===== src/rtl/ram_req_arbiter.sv =====
// ram_req_arbiter
//   Shares the single RAM port among NCPU cores. Each core has an instruction
//   requester and a data requester. Data requests take priority over fetches.
//   Within each class, a round-robin pointer rotates between the cores. A
//   starvation counter forces a fetch grant when instruction requests have
//   been pending for too long.
//
//   Ports:
//     CLK, nRST          clock (rising edge), synchronous active-low reset
//     iREN/iaddr         per-core instruction read request and address
//     dREN/dWEN          per-core data read/write request (both set = write)
//     daddr/dstore       per-core data address and write data
//     ramstate           RAM status: FREE=0 BUSY=1 ACCESS=2 ERROR=3
//     ramREN/ramWEN      RAM enables, driven live from the current owner
//     ramaddr/ramstore   RAM address and write data
//     iwait/dwait        per-core wait; 0 for the owner in its ACCESS cycle
//     gnt_valid/core/data  current owner (valid, core index, 1 = data)
module ram_req_arbiter #(
    parameter int NCPU         = 2,
    parameter int WORD_W       = 32,
    parameter int STARVE_LIMIT = 8
) (
    input  logic                     CLK,
    input  logic                     nRST,
    input  logic [NCPU-1:0]          iREN,
    input  logic [NCPU*WORD_W-1:0]   iaddr,
    input  logic [NCPU-1:0]          dREN,
    input  logic [NCPU-1:0]          dWEN,
    input  logic [NCPU*WORD_W-1:0]   daddr,
    input  logic [NCPU*WORD_W-1:0]   dstore,
    input  logic [1:0]               ramstate,
    output logic                     ramREN,
    output logic                     ramWEN,
    output logic [WORD_W-1:0]        ramaddr,
    output logic [WORD_W-1:0]        ramstore,
    output logic [NCPU-1:0]          iwait,
    output logic [NCPU-1:0]          dwait,
    output logic                     gnt_valid,
    output logic [$clog2(NCPU)-1:0]  gnt_core,
    output logic                     gnt_data
);

    localparam int CW = $clog2(NCPU);
    localparam int SW = $clog2(STARVE_LIMIT + 1);

    localparam logic [0:0]    IDLE = 1'b0;
    localparam logic [0:0]    OWN  = 1'b1;
    localparam logic [1:0]    RAM_ACCESS = 2'd2;
    localparam logic [CW-1:0] LAST = CW'(NCPU - 1);
    localparam logic [SW-1:0] SLIM = SW'(STARVE_LIMIT);

    logic [0:0]      state;
    logic [CW-1:0]   own_core;
    logic            own_data;
    logic [CW-1:0]   rr_d;
    logic [CW-1:0]   rr_i;
    logic [SW-1:0]   starve;

    logic [NCPU-1:0] dreq;
    logic [NCPU-1:0] ireq;
    logic            any_d;
    logic            any_i;
    logic            pick_d;
    logic            fetch_gnt;
    logic [CW-1:0]   win;

    logic              sel_iren;
    logic              sel_dren;
    logic              sel_dwen;
    logic [WORD_W-1:0] sel_iaddr;
    logic [WORD_W-1:0] sel_daddr;
    logic [WORD_W-1:0] sel_dstore;
    logic              own_req;
    logic              done;

    // Pointers wrap by comparing against the last core index, so any NCPU works.
    function automatic logic [CW-1:0] rr_next(input logic [CW-1:0] c);
        return (c == LAST) ? '0 : c + CW'(1);
    endfunction

    // First requester at or after ptr, scanning with wrap-around.
    function automatic logic [CW-1:0] rr_pick(input logic [NCPU-1:0] req,
                                              input logic [CW-1:0]   ptr);
        logic [CW-1:0] idx;
        logic [CW-1:0] sel;
        logic          found;
        idx   = ptr;
        sel   = ptr;
        found = 1'b0;
        for (int k = 0; k < NCPU; k++) begin
            if (!found && req[idx]) begin
                sel   = idx;
                found = 1'b1;
            end
            idx = rr_next(idx);
        end
        return sel;
    endfunction

    assign dreq  = dREN | dWEN;
    assign ireq  = iREN;
    assign any_d = |dreq;
    assign any_i = |ireq;

    // The data class wins unless a saturated starvation count forces a fetch.
    assign pick_d    = any_d && !((starve == SLIM) && any_i);
    assign win       = pick_d ? rr_pick(dreq, rr_d) : rr_pick(ireq, rr_i);
    assign fetch_gnt = (state == IDLE) && any_i && !pick_d;

    // Owner's live inputs.
    always_comb begin
        sel_iren   = 1'b0;
        sel_dren   = 1'b0;
        sel_dwen   = 1'b0;
        sel_iaddr  = '0;
        sel_daddr  = '0;
        sel_dstore = '0;
        for (int c = 0; c < NCPU; c++) begin
            if (own_core == CW'(c)) begin
                sel_iren   = iREN[c];
                sel_dren   = dREN[c];
                sel_dwen   = dWEN[c];
                sel_iaddr  = iaddr[c*WORD_W +: WORD_W];
                sel_daddr  = daddr[c*WORD_W +: WORD_W];
                sel_dstore = dstore[c*WORD_W +: WORD_W];
            end
        end
    end

    assign own_req = own_data ? (sel_dren | sel_dwen) : sel_iren;
    // A withdrawn request never completes, even if ACCESS shows up that cycle.
    assign done    = (state == OWN) && own_req && (ramstate == RAM_ACCESS);

    always_comb begin
        ramREN    = 1'b0;
        ramWEN    = 1'b0;
        ramaddr   = '0;
        ramstore  = '0;
        gnt_valid = 1'b0;
        gnt_core  = '0;
        gnt_data  = 1'b0;
        iwait     = '1;
        dwait     = '1;
        if (state == OWN) begin
            gnt_valid = 1'b1;
            gnt_core  = own_core;
            gnt_data  = own_data;
            if (own_data) begin
                ramWEN  = sel_dwen;
                ramREN  = sel_dren && !sel_dwen;
                ramaddr = sel_daddr;
                if (sel_dwen)
                    ramstore = sel_dstore;
            end else begin
                ramREN  = sel_iren;
                ramaddr = sel_iaddr;
            end
        end
        for (int c = 0; c < NCPU; c++) begin
            if (done && own_core == CW'(c)) begin
                if (own_data)
                    dwait[c] = 1'b0;
                else
                    iwait[c] = 1'b0;
            end
        end
    end

    always_ff @(posedge CLK) begin
        if (!nRST) begin
            state    <= IDLE;
            own_core <= '0;
            own_data <= 1'b0;
            rr_d     <= '0;
            rr_i     <= '0;
            starve   <= '0;
        end else begin
            case (state)
                IDLE: begin
                    if (any_d || any_i) begin
                        state    <= OWN;
                        own_core <= win;
                        own_data <= pick_d;
                        if (pick_d)
                            rr_d <= rr_next(win);
                        else
                            rr_i <= rr_next(win);
                    end
                end
                default: begin
                    // ERROR and BUSY simply hold ownership.
                    if (!own_req || ramstate == RAM_ACCESS)
                        state <= IDLE;
                end
            endcase

            if (fetch_gnt)
                starve <= '0;
            else if (any_i && starve != SLIM)
                starve <= starve + SW'(1);
        end
    end

endmodule


===== config.mk =====
export PLATFORM = sky130hd
export DESIGN_NAME = ram_req_arbiter
export DESIGN_NICKNAME = d
export VERILOG_FILES = /design/src/rtl/ram_req_arbiter.sv
export SDC_FILE = /design/constraint.sdc
export NUM_CORES = 1
export LEC_CHECK = 0
export CORE_AREA = 2 2 108 110
export CTS_CLUSTER_SIZE = 10
export DETAILED_ROUTE_END_ITERATION = 10
export DIE_AREA = 0 0 110 112
export HOLD_SLACK_MARGIN = 0.05
export PLACE_DENSITY = 0.75
export REMOVE_ABC_BUFFERS = 1
export SETUP_SLACK_MARGIN = 0.4
export SKIP_LAST_GASP = 1
export SLEW_MARGIN = 30
export SYNTH_ARGS = -nofsm -noshare
export SYNTH_HDL_FRONTEND = slang
export SYNTH_SLANG_ARGS = --single-unit

===== constraint.sdc =====
create_clock -name CLK -period 1.45 [get_ports CLK]
set_input_delay 0.145 -clock CLK [delete_from_list [all_inputs] [get_ports CLK]]
set_output_delay 0.145 -clock CLK [all_outputs]
set_load 0.005 [all_outputs]

# Yosys cells after proc, flatten, opt, wreduce, memory -nomap -nowiden
# Cells that the tools add are included.
[classes] addsub=4 magnitude_cmp=4 eq_ne=3 muxes=44 bitwise=6 n_reduce_logical=26
[ops] cell="2-to-1 mux 32 bit" count=8
[ops] cell="2-to-1 mux 1 bit" count=36
[ops] cell="logical AND 1 bit" count=12
[ops] cell="< comparator 1 x 2 -> 1 bit, second input constant" count=4
[ops] cell="zero test 1 bit" count=6
[ops] cell="AND reduction 3 bit" count=2
[ops] cell="OR reduction 2 bit" count=3
[ops] cell="adder 4 x 1 -> 4 bit, second input constant" count=1
[ops] cell="== test 4 bit, second input constant" count=1
[ops] cell="inequality test 4 bit, second input constant" count=1
[ops] cell="NOT 1 bit" count=4
[ops] cell="adder 1 bit, second input constant" count=3
[ops] cell="== test 2 bit, second input constant" count=1
[ops] cell="logical OR 1 bit" count=2
[ops] cell="bitwise OR 2 bit" count=1
[ops] cell="AND reduction 2 bit" count=1
[ops] cell="bitwise OR 1 bit" count=1
[word_totals] reg_bits=9 in_bits=202 out_inout_bits=73 word_cells=93

# Depth between registers and ports, before layout
# Gate-level depths: netlist of the first run.
[logic_depth] ltp_word=10 ltp_mapped=6 ltp_nobuf=6

# Worst setup path after synthesis of the first run
# Ideal clock, no wire load.
[synth_timing] path_kind="reg-to-output" startpoint="register own_core" endpoint="output port ramaddr[16]" arrival_time_ns=1.348 t_required_ns=1.305 path_slack_ns=-0.043 stages_incl_launch_ff=5 n_path_buf=2 path_cell_list="dfxtp_1 > buf_6 > buf_6 > mux4_2 > and2_1"
[synth_via] elab_chain_cells=3 elab_cells_between_ends=4 classes_between="4 x mux"
[synth_lines] item="start: declaration" line_no="53" text="logic [CW-1:0] own_core;"
[synth_lines] item="start signal: assignment" line_no="182" text="own_core <= win;"
[synth_lines] item="2-to-1 mux 32 bit" line_no="119" text="if (own_core == CW'(c)) begin"
[synth_lines] item="2-to-1 mux 32 bit *" line_no="148" text="if (own_data) begin"
[synth_lines] item="2-to-1 mux 32 bit *" line_no="144" text="if (state == OWN) begin"
[synth_lines] item="end: declaration" line_no="34" text="output logic [WORD_W-1:0] ramaddr,"
# Mark *: on every way between the ends. The rest lies on a longest branch, timed or not.

# Final worst setup path of the first run
[layout_timing] startpoint="register own_core" endpoint="output port ramaddr[15]"
# The elaborated chain is that of the path after synthesis.

==> summary.md, run 1 <==
| Metric | Value |
|---|---|
| Final Max Slew Viols | 0 |
| Tmin final | 1927 ps |
| Syn Inst Count | 225 |
| Worst-margin pin slew | 381.3 ps |
| Leading area contributor after synthesis | mux4_2 |
| Final WL | 13.15 mm |
| Worst-path clk slew | 40 ps |
| Initial antenna violation count | 0 |
| Critical path's largest stage delay | 510 ps |
| EDFF count, synth | 0 |
| Grt total ovfl | 0 |
| Placed Cells | 661 |
| Area contributors post-synth | mux4_2 34%, mux2i_1 16%, and2_1 9.9% |
| Synthesis-stage register bit count | 9 |
| CTS tree | done |
| WS Path Type | reg -> out |
| Async SR Flop Fraction | 0% |
| Post-route DRC | 0 |
| RSZ-0062 raised after global routing | yes |
| Leak | 0.002717 uW |
| CP max FO | 4 |
| Largest net degree at the start of global routing | 33 |
| Core ar. | 0.01117 mm2 |
| # clock sinks | 9 |
| Met1 wire length | 4.475 mm |
| Ports | 275 |
| Synth top area share | 34.39% |
| Initial Util | 18.75% |
| Fmax | 519.0 MHz |
| Vias/cell | 4.582 |
| Post-route clock skew | 1.430 ps |
| Die Ht | 112 um |
| Tot GR Track Use | 19.25% |
| N_diodes | 0 |
| Yosys warns | 0 |
| Num rows | 39 |
| Fill cell count | 934 |
| Vias | 3386 |
| FF/Latch Area | 190.2 um2 |
| Crit. End Element | output port |
| PwrDens | 483.2 mW/mm2 |
| Crit path top cell by count | buf_6 |
| CP Launch Type | flip-flop |
| Final std cells w/o fill | 739 |
| Cell Area, Synth | 0.002096 mm2 |
| Horiz. Die Dim | 110 um |
| Hpwl dp | 9.454 mm |
| Failing checks | negative setup slack |
| Main flop type after synthesis | dfxtp_1 |
| # port buffers | 274 |
| Register area share after synthesis | 8.597% |
| Vias in the first global route | 3472 |
| Final nets | 801 |
| DRT iter0 DRCs | 134 |
| Skew-Pair Late Insertion Delay | 230 ps |
| Layout cells sized above 1 | 51.51% |
| Area grow syn2layout | 212.1% |
| CP bufs+invs | 5 |
| Status | finished, violations left |
| Final Hold Viols | 0 |
| Commonest non-fill, non-tap cell in the layout | clkdlybuf4s50_1 |
| Final period util | 132.9% |
| DR WL/cell | 17.79 um |
| CTS Hold Bufs | 0 |
| Num CTS Buffers | 3 |
| Largest delay contributor family on the critical path | multiplexers |
| H-tree depth | 1 |
| Worst slew margin | 74.34% |
| Final Setup Violations | 71 |
| Most frequent cells in the layout | 195 x clkdlybuf4s50_1, 81 x buf_6, 44 x buf_2 |
| Post-synth cell types | 35 |
| Crit-path cells | buf_8 -> buf_6 -> buf_6 -> buf_6 -> mux4_2 -> and2_4 -> buf_6 |
| Die ar. | 0.01232 mm2 |
| Max Used Layer | met4 |
| 1st-pass router iterations | 6 |
| Worst Path Arrival | 1780 ps |
| CP Data Required Time | 1310 ps |
| First-pass GRT wire length | 18.35 mm |
| Final ANT Viol Nets | 0 |
| Peak supply drop | 0.3097 mV |
| Max cap viols | 0 |
| Crit path max-delay cell type | mux4_2 |
| Syn Area/Cell | 9.314 um2 |
| Metal3 WL | 1.341 mm |
| Fin worst setup slack | -476.9 ps |
| Tot Pwr | 3161 uW |
| Bufs on Longest Clock Path | 2 |
| Worst Hold Class | in -> reg |
| Root buf cell | clkbuf_16 |
| Multi-input gate area | 0.002112 mm2 |
| WL met2 | 7.194 mm |
| RePlAce Congestion | 0.9843 |
-- repair_timing --
action / in CTS / in global routing
setup endpoints to repair: 82 / 82
setup buffers: 55 / 12
gates resized for setup: 421 / 103
cloned: 6 / 1
pin swaps: 31 / 49
-- area by class of cell --
type                            instances  area share (%)
Clock buffer                            4           1.205
Tap cell                              143           2.735
Inverter                                7          0.4782
Timing Repair Buffer                  386           60.39
Sequential cell                         9           2.907
Multi-Input combinational cell        190           32.29
-- worst paths after layout --
kind | from | end | slack, ps | depth (start not counted)
min reg2reg | starve[3] | starve[3] | 540 | 2
min | dWEN[1] | own_core | 490 | 6
max | own_core | ramaddr[15] | -480 | 7
max reg2reg | own_core | state | -280 | 8
-- report_power, final --
| part | internal [uW] | switching [uW] |
|---|---|---|
| Sequential | 272 | 21.3 |
| Clock | 368 | 121 |
| Combinational | 1620 | 763 |
| Total | 2260 | 905 |
-- per-stage QoR --
stage	setup WS, ps	hold WS, ps	utilization (%)	TNS [ps]	area (um2)
6_report	-476.9	487.8	58.54	-25020	6541
3_5_place_dp	-598.4	521.5	46.97	-36320	5249
5_1_grt	-529.0	530.5	58.54	-29340	6541
3_3_place_gp	-575.3	492.9	46.97	-35810	5249
2_1_floorplan	-2497	262.5	-	-169240	1963
4_1_cts	-508.3	489.8	53.58	-25190	5987
-- state kept, by name, indices dropped and copies added, names as in the netlist --
register  flops
own_core      1
own_data      1
rr_d          1
rr_i          1
starve        4
state         1
-- cells in the mapped netlist (all sizes together) (2+ instances only) --
cell / count
mux2i: 33
a31oi: 2
o221ai: 2
nor2: 44
dfxtp: 9
clkbuf: 4
mux2: 2
or4: 4
buf: 15
nand2: 4
nor3b: 2
inv: 7
mux4: 32
xnor2: 2
ha: 2
a21oi: 3
o21ai: 12
and2: 33
-- layer usage --
layer	track usage, %	up-vias
li1	-	1590
met1	21.38	1592
met2	37.26	194
met3	3.981	10
met4	2.954	0
met5	0	-
-- cell families after synthesis --
logic type | count (synthesis) | share of synthesized area (%)
DFF | 9 | 8.597
buffers and inverters | 26 | 7.582
AOI/OAI and AO/OA | 24 | 7.343
and+or+nand+nor | 95 | 23.22
muxes | 67 | 51.22
adders and majority gates | 2 | 1.194
xor gates and xnor gates | 2 | 0.8360
-- tightest hold or removal path, cell delays in order --
cell and delay (ps):
buf_2 100, buf_6 90, or4_4 140, nand2_2 60, o221ai_2 50, a31oi_1 90
Note: power is estimated with default switching activity, not from simulation.
==> run 2: changes to the inputs <==
==> constraint.sdc (replaced) <==
create_clock -name CLK -period 1.7 [get_ports CLK]
set_input_delay 0.17 -clock CLK [delete_from_list [all_inputs] [get_ports CLK]]
set_output_delay 0.17 -clock CLK [all_outputs]
set_load 0.005 [all_outputs]
==> run 2 against run 1 <==
  * The run still ends with negative setup slack left
  * Sequential cell count unchanged
  * Worst setup slack gained 170 ps
  * Final cell count is 0.14% lower
  * Core utilization is 2.2 points lower
  * Critical path type unchanged
  * Largest power group unchanged
  * Highest routed layer unchanged
==> summary.md, run 2 (synthesized netlist as in run 1, its figures left out) <==
| Metric | Value |
|---|---|
| R2R Path End | state |
| Sw Pwr | 746.1 uW (-18%) |
| Die Ht | 112 um (unchanged) |
| Worst-path clk slew | 40 ps (about the same) |
| Final Setup Violations | 70 (-1.4%) |
| N_diodes | 0 (unchanged) |
| R2R depth | 11 (+3) |
| Min-Delay Path Depth | 5 (-1) |
| Hold_sp | dREN[0] |
| Num rows | 39 (unchanged) |
| CTS Hold Bufs | 0 (unchanged) |
| Initial Util | 18.75% (unchanged) |
| Vias | 3357 (-0.86%) |
| Commonest non-fill, non-tap cell in the layout | clkdlybuf4s50_1 |
| Skew-Pair Late Insertion Delay | 230 ps (about the same) |
| Hpwl dp | 9.545 mm (+0.97%) |
| Fmax | 498.8 MHz |
| Final nets | 800 (-0.12%) |
| Core ar. | 0.01117 mm2 (unchanged) |
| Num CTS Buffers | 3 (unchanged) |
| Layout cells sized above 1 | 46.89% (-4.6 points) |
| Tot Pwr | 2676 uW (-15%) |
| DR WL/cell | 18.06 um (+1.5%) |
| Ports | 275 (unchanged) |
| Post-route cell area | 0.006300 mm2 (-3.7%) |
| Tot GR Track Use | 20.26% (+1.0 points) |
| Horiz. Die Dim | 110 um (unchanged) |
| Fin worst setup slack | -304.7 ps (+172.2 ps) |
| Largest register by flop count | starve |
| Max FFs per register | 4 (unchanged) |
| Final Max Slew Viols | 0 (unchanged) |
| Setup_tns | -14100 ps (+10930 ps) |
| Crit. End Element | output port |
| Initial antenna violation count | 0 (unchanged) |
| Grt total ovfl | 0 (unchanged) |
| DRT iter0 DRCs | 135 (+0.75%) |
| Clock Power Share | 15.5% (about the same) |
| Max cap viols | 0 (unchanged) |
| RePlAce Congestion | 0.9593 (-2.5%) |
| Internal power | 1930 uW (-14%) |
| Final period util | 117.9% |
| Tmin final | 2005 ps |
| CP Data Required Time | 1530 ps (+220 ps) |
| # clock sinks | 9 (unchanged) |
| Fill cell count | 947 (+1.4%) |
| Die ar. | 0.01232 mm2 (unchanged) |
| # port buffers | 274 (unchanged) |
| Vias in the first global route | 3636 (+4.7%) |
| Post-route DRC | 0 (unchanged) |
| RR Startpoint | own_core |
| Worst Hold Class | in -> reg |
| PwrDens | 424.8 mW/mm2 (-12%) |
| Switching Share | 27.88% (-0.75 points) |
| RSZ-0062 raised after global routing | yes |
| Worst Path Arrival | 1830 ps (+50 ps) |
| H-tree depth | 1 (unchanged) |
| Worst slew margin | 74.62% (+0.27 points) |
| Bufs on Longest Clock Path | 2 (unchanged) |
| Leak | 0.002700 uW (-0.63%) |
| CTS tree | done |
| Area grow syn2layout | 200.6% |
| Final ANT Viol Nets | 0 (unchanged) |
| Power share of the sequential group | 9.5% (+0.2 points) |
| CP Launch Type | flip-flop |
| Status | finished, violations left |
| WS Path Type | reg -> out |
| Root buf cell | clkbuf_16 |
| R2R Setup Slk | -150 ps (+130 ps) |
| Hold Path Sink | own_core |
| Final WL | 13.33 mm (+1.4%) |
| Final Hold Viols | 0 (unchanged) |
| Peak supply drop | 0.3246 mV (+4.8%) |
| Vias/cell | 4.549 (-0.72%) |
| Most frequent cells in the layout | 197 x clkdlybuf4s50_1, 67 x buf_6, 48 x buf_2 |
| Failing checks | negative setup slack |
| Worst-margin pin slew | 377.3 ps (-4.051 ps) |
| Comb pwr share | 75.0% (-0.3 points) |
| Hold slack | 510.5 ps (+22.70 ps) |
| 1st-pass router iterations | 4 (-2) |
| Post-route clock skew | 2.483 ps (+1.053 ps) |
| First-pass GRT wire length | 19.00 mm (+3.6%) |
| CP max FO | 4 (unchanged) |
| Largest net degree at the start of global routing | 33 (unchanged) |
| Placed Area | 0.005204 mm2 (-0.86%) |
[run 2: cell count changes in the layout (fill, tap and decap cells not counted), sizes merged]
cell,change
clkbuf,+1
dlygate4sd2,-2
clkdlybuf4s50,+2
buf,-3
bufbuf,+1
[run 2: area by class of cell]
type	count	area, um2	share of cell area, %
inverters	7	31.28	0.4965
multi-input cells	190	1924	30.55
well taps	143	178.9	2.840
clock buffers	4	78.83	1.251
repair buffers	385	3892	61.79
flip-flops and latches	9	193.9	3.078
[run 2: routing by layer]
metal / vias to the layer above / global-route usage [%] / share of wire, %
met5: - / 0 / 0
met4: 0 / 5.823 / 2.4
met3: 20 / 3.630 / 9.2
met2: 198 / 40.00 / 54
met1: 1551 / 20.98 / 35
li1: 1588 / - / -
[run 2: through the flow]
| stage | util [%] | std cells | setup WS [ps] |
|---|---|---|---|
| floorplan | - | 206 | -2272 |
| global placement | 46.57 | 655 | -329.9 |
| detailed placement | 46.57 | 655 | -358.9 |
| CTS | 53.44 | 719 | -323.5 |
| global route | 56.38 | 738 | -349.7 |
| finish | 56.38 | 738 | -304.7 |
[run 2: critical path, cell delays in order, from the launching register on]
cell and delay [ps]:
dfxtp_4 350, buf_4 130, buf_6 110, mux2_4 230, nand2_8 70, buf_16 140
buf_12 120, buf_8 110, buf_6 110, nor2_1 80, buf_2 120
[run 2: repair_timing]
item | in CTS | in global routing
setup endpoints to repair | 82 | 81
gates resized for setup | 394 | 66
pin swaps | 25 | 41
setup buffers | 52 | 19
cloned | 8 | 0
[run 2: worst max path at each step]
stage	from	to	slack, ps	cells past startpoint
6_report	own_core	ramstore[21]	-300	10
5_1_grt	own_core	ramaddr[6]	-350	7
4_1_cts	own_core	ramaddr[9]	-320	7
3_5_place_dp	own_core	ramaddr[18]	-360	4
3_3_place_gp	own_core	ramaddr[29]	-330	5
2_1_floorplan	own_core	ramstore[0]	-2270	3
[run 2: power by group through the flow]
stage               clock [uW]  sequential (uW)  combinational, uW
detailed placement           0              266               1440
CTS                        420              254               1850
global route               430              257               2130
finish                     415              255               2010
floorplan                    0              341                456
global placement             0              264               1420
==> run 3: changes to the inputs <==
--- a/config.mk
+++ b/config.mk
@@ -12,9 +12,9 @@
 export HOLD_SLACK_MARGIN = 0.05
 export PLACE_DENSITY = 0.75
 export REMOVE_ABC_BUFFERS = 1
-export SETUP_SLACK_MARGIN = 0.4
 export SKIP_LAST_GASP = 1
 export SLEW_MARGIN = 30
 export SYNTH_ARGS = -nofsm -noshare
 export SYNTH_HDL_FRONTEND = slang
 export SYNTH_SLANG_ARGS = --single-unit
+export TNS_END_PERCENT = 5
==> run 3 against run 2 <==
  * The flow still finishes with violations (negative setup slack)
  * Total power down 16%
  * Critical path depth down 3
  * Hold slack better by 17 ps
  * Sequential share of layout area up 0.28 points
  * Highest routed layer unchanged
==> summary.md, run 3 (synthesized netlist as in run 1, its figures left out) <==
| Metric | Value |
|---|---|
| Ports | 275 (unchanged) |
| Core ar. | 0.01117 mm2 (unchanged) |
| RSZ-0062 raised after global routing | yes |
| Critical path's largest stage delay | 490 ps (+140 ps) |
| Worst Hold Class | reg -> reg |
| DR WL/cell | 17.69 um (-2.0%) |
| Crit path top cell by count | buf_6 |
| Leak | 0.002380 uW (-12%) |
| Internal power | 1623 uW (-16%) |
| Clock Power Share | 18.4% (+2.9 points) |
| Crit-path cells | buf_12 -> buf_8 -> buf_6 -> buf_6 -> mux4_2 -> and2_4 -> buf_2 |
| Final Max Slew Viols | 0 (unchanged) |
| Status | finished, violations left |
| Bufs on Longest Clock Path | 2 (unchanged) |
| WS Path Type | reg -> out |
| DRT iter0 DRCs | 145 (+7.4%) |
| Max FFs per register | 4 (unchanged) |
| Die ar. | 0.01232 mm2 (unchanged) |
| Crit. End Element | output port |
| Most frequent cells in the layout | 209 x clkdlybuf4s50_1, 44 x nor2_1, 33 x dlygate4sd2_1, 33 x buf_4 |
| N_diodes | 0 (unchanged) |
| 1st-pass router iterations | 4 (unchanged) |
| Grt total ovfl | 0 (unchanged) |
| CTS Hold Bufs | 0 (unchanged) |
| Crit path max-delay cell type | mux4_2 |
| CTS tree | done |
| Vias in the first global route | 3324 (-8.6%) |
| Largest net degree at the start of global routing | 36 (+9.1%) |
| Peak supply drop | 0.3097 mV (-4.6%) |
| Final WL | 12.06 mm (-9.5%) |
| Area grow syn2layout | 164.9% |
| Die Ht | 112 um (unchanged) |
| Largest register by flop count | starve |
| Worst-margin pin slew | 391.6 ps (+14.34 ps) |
| Tmin final | 1997 ps (-7.832 ps) |
| Placed Cells | 655 (unchanged) |
| # clock sinks | 9 (unchanged) |
| Max cap viols | 0 (unchanged) |
| Tot GR Track Use | 18.05% (-2.2 points) |
| Initial antenna violation count | 0 (unchanged) |
| CP bufs+invs | 5 (-2) |
| Worst Path Arrival | 1830 ps (about the same) |
| Final ANT Viol Nets | 0 (unchanged) |
| CP max FO | 5 (+1) |
| Skew-Pair Late Insertion Delay | 230 ps (about the same) |
| RePlAce Congestion | 0.9593 (unchanged) |
| Horiz. Die Dim | 110 um (unchanged) |
| Vias/cell | 4.545 (about the same) |
| Final std cells w/o fill | 682 (-7.6%) |
| # port buffers | 274 (unchanged) |
| CP Data Required Time | 1530 ps (about the same) |
| Final Hold Viols | 0 (unchanged) |
| Post-route clock skew | 2.336 ps (-0.1472 ps) |
| Hpwl dp | 9.545 mm (unchanged) |
| Failing checks | negative setup slack |
| Final nets | 744 (-7.0%) |
| Worst slew margin | 73.62% (-1.0 points) |
| Final Setup Violations | 67 (-4.3%) |
| Largest delay contributor family on the critical path | buffers and inverters |
| PwrDens | 404.8 mW/mm2 (-4.7%) |
| Worst-path clk slew | 40 ps (about the same) |
| CP Launch Type | flip-flop |
| Root buf cell | clkbuf_16 |
| H-tree depth | 1 (unchanged) |
| Fin worst setup slack | -296.8 ps (+7.832 ps) |
| Comb pwr share | 70.3% (-4.7 points) |
| Initial Util | 18.75% (unchanged) |
| Commonest non-fill, non-tap cell in the layout | clkdlybuf4s50_1 |
| Vias | 3100 (-7.7%) |
| Num rows | 39 (unchanged) |
| Layout cells sized above 1 | 25.60% (-21 points) |
| Setup_tns | -14940 ps (-840.4 ps) |
| Fill cell count | 1014 (+7.1%) |
| First-pass GRT wire length | 17.15 mm (-9.7%) |
| Sw Pwr | 624.4 uW (-16%) |
| Power share of the sequential group | 11.3% (+1.8 points) |
| Fmax | 500.8 MHz (+0.39%) |
| Num CTS Buffers | 3 (unchanged) |
| Post-route cell area | 0.005552 mm2 (-12%) |
| Final period util | 117.5% (-0.46 points) |
| Placed Area | 0.005204 mm2 (unchanged) |
| Switching Share | 27.79% (-0.096 points) |
| Post-route DRC | 0 (unchanged) |
[run 3: changes by cell type in the layout (fill, tap and decap cells not counted), sizes merged]
cell           before  now
buf               181   68
clkdlybuf4s15       0    7
clkbuf              8   10
dlymetal6s2s        0    5
dlygate4sd2         2   33
clkdlybuf4s50     197  209
[run 3: per-stage QoR]
step	hold slack [ps]	setup WS, ps	total power, uW	util [%]
after global routing	559.0	-364.1	2381	49.68
after floorplan	287.5	-2272	796.9	-
after global placement	487.6	-329.9	1686	46.57
after CTS	516.5	-340.7	2241	49.21
after detailed placement	507.5	-358.9	1709	46.57
final	527.5	-296.8	2247	49.68
[run 3: power groups by stage]
stage	clock, uW	sequential (uW)	combinational [uW]
final	414	254	1580
after global routing	433	257	1690
after CTS	420	253	1570
after detailed placement	0	266	1440
after global placement	0	264	1420
after floorplan	0	341	456
[run 3: cell type report]
class	count	area, um2	area share (%)
Sequential cell	9	186.4	3.358
Clock buffer	4	78.83	1.420
Multi-Input combinational cell	190	1819	32.77
Timing Repair Buffer	329	3262	58.76
Tap cell	143	178.9	3.223
Inverter	7	26.28	0.4733
[run 3: metal layers]
| metal | GRT usage [%] | routed length (um) | vias to the layer above |
|---|---|---|---|
| met5 | 0 | 0 | - |
| met4 | 3.713 | 180 | 0 |
| met3 | 3.747 | 1220 | 14 |
| met1 | 19.71 | 4416 | 1429 |
| li1 | - | - | 1469 |
| met2 | 34.85 | 6246 | 188 |
[run 3: tightest hold or removal path, cell delays in order, from the launching register on]
cell and delay (ps):
dfxtp_1 340, xnor2_1 80, nor2_1 70
[run 3: timing repair]
| item | CTS | global route |
|---|---|---|
| gates resized for setup | 147 | 27 |
| endpoints found under the setup margin | 73 | 81 |
| gates cloned | 3 | 0 |
| pin swaps | 2 | 1 |
| setup buffers | 19 | 5 |
[run 3: path summary, 6_finish.rpt]
| path | slack [ps] | endpoint | start | depth (start not counted) |
|---|---|---|---|---|
| hold / removal | 530 | starve[3] | starve[3] | 2 |
| hold reg to reg | 530 | starve[3] | starve[3] | 2 |
| setup / recovery | -300 | ramaddr[25] | own_core | 7 |
| setup reg to reg | 90 | state | own_core | 8 |
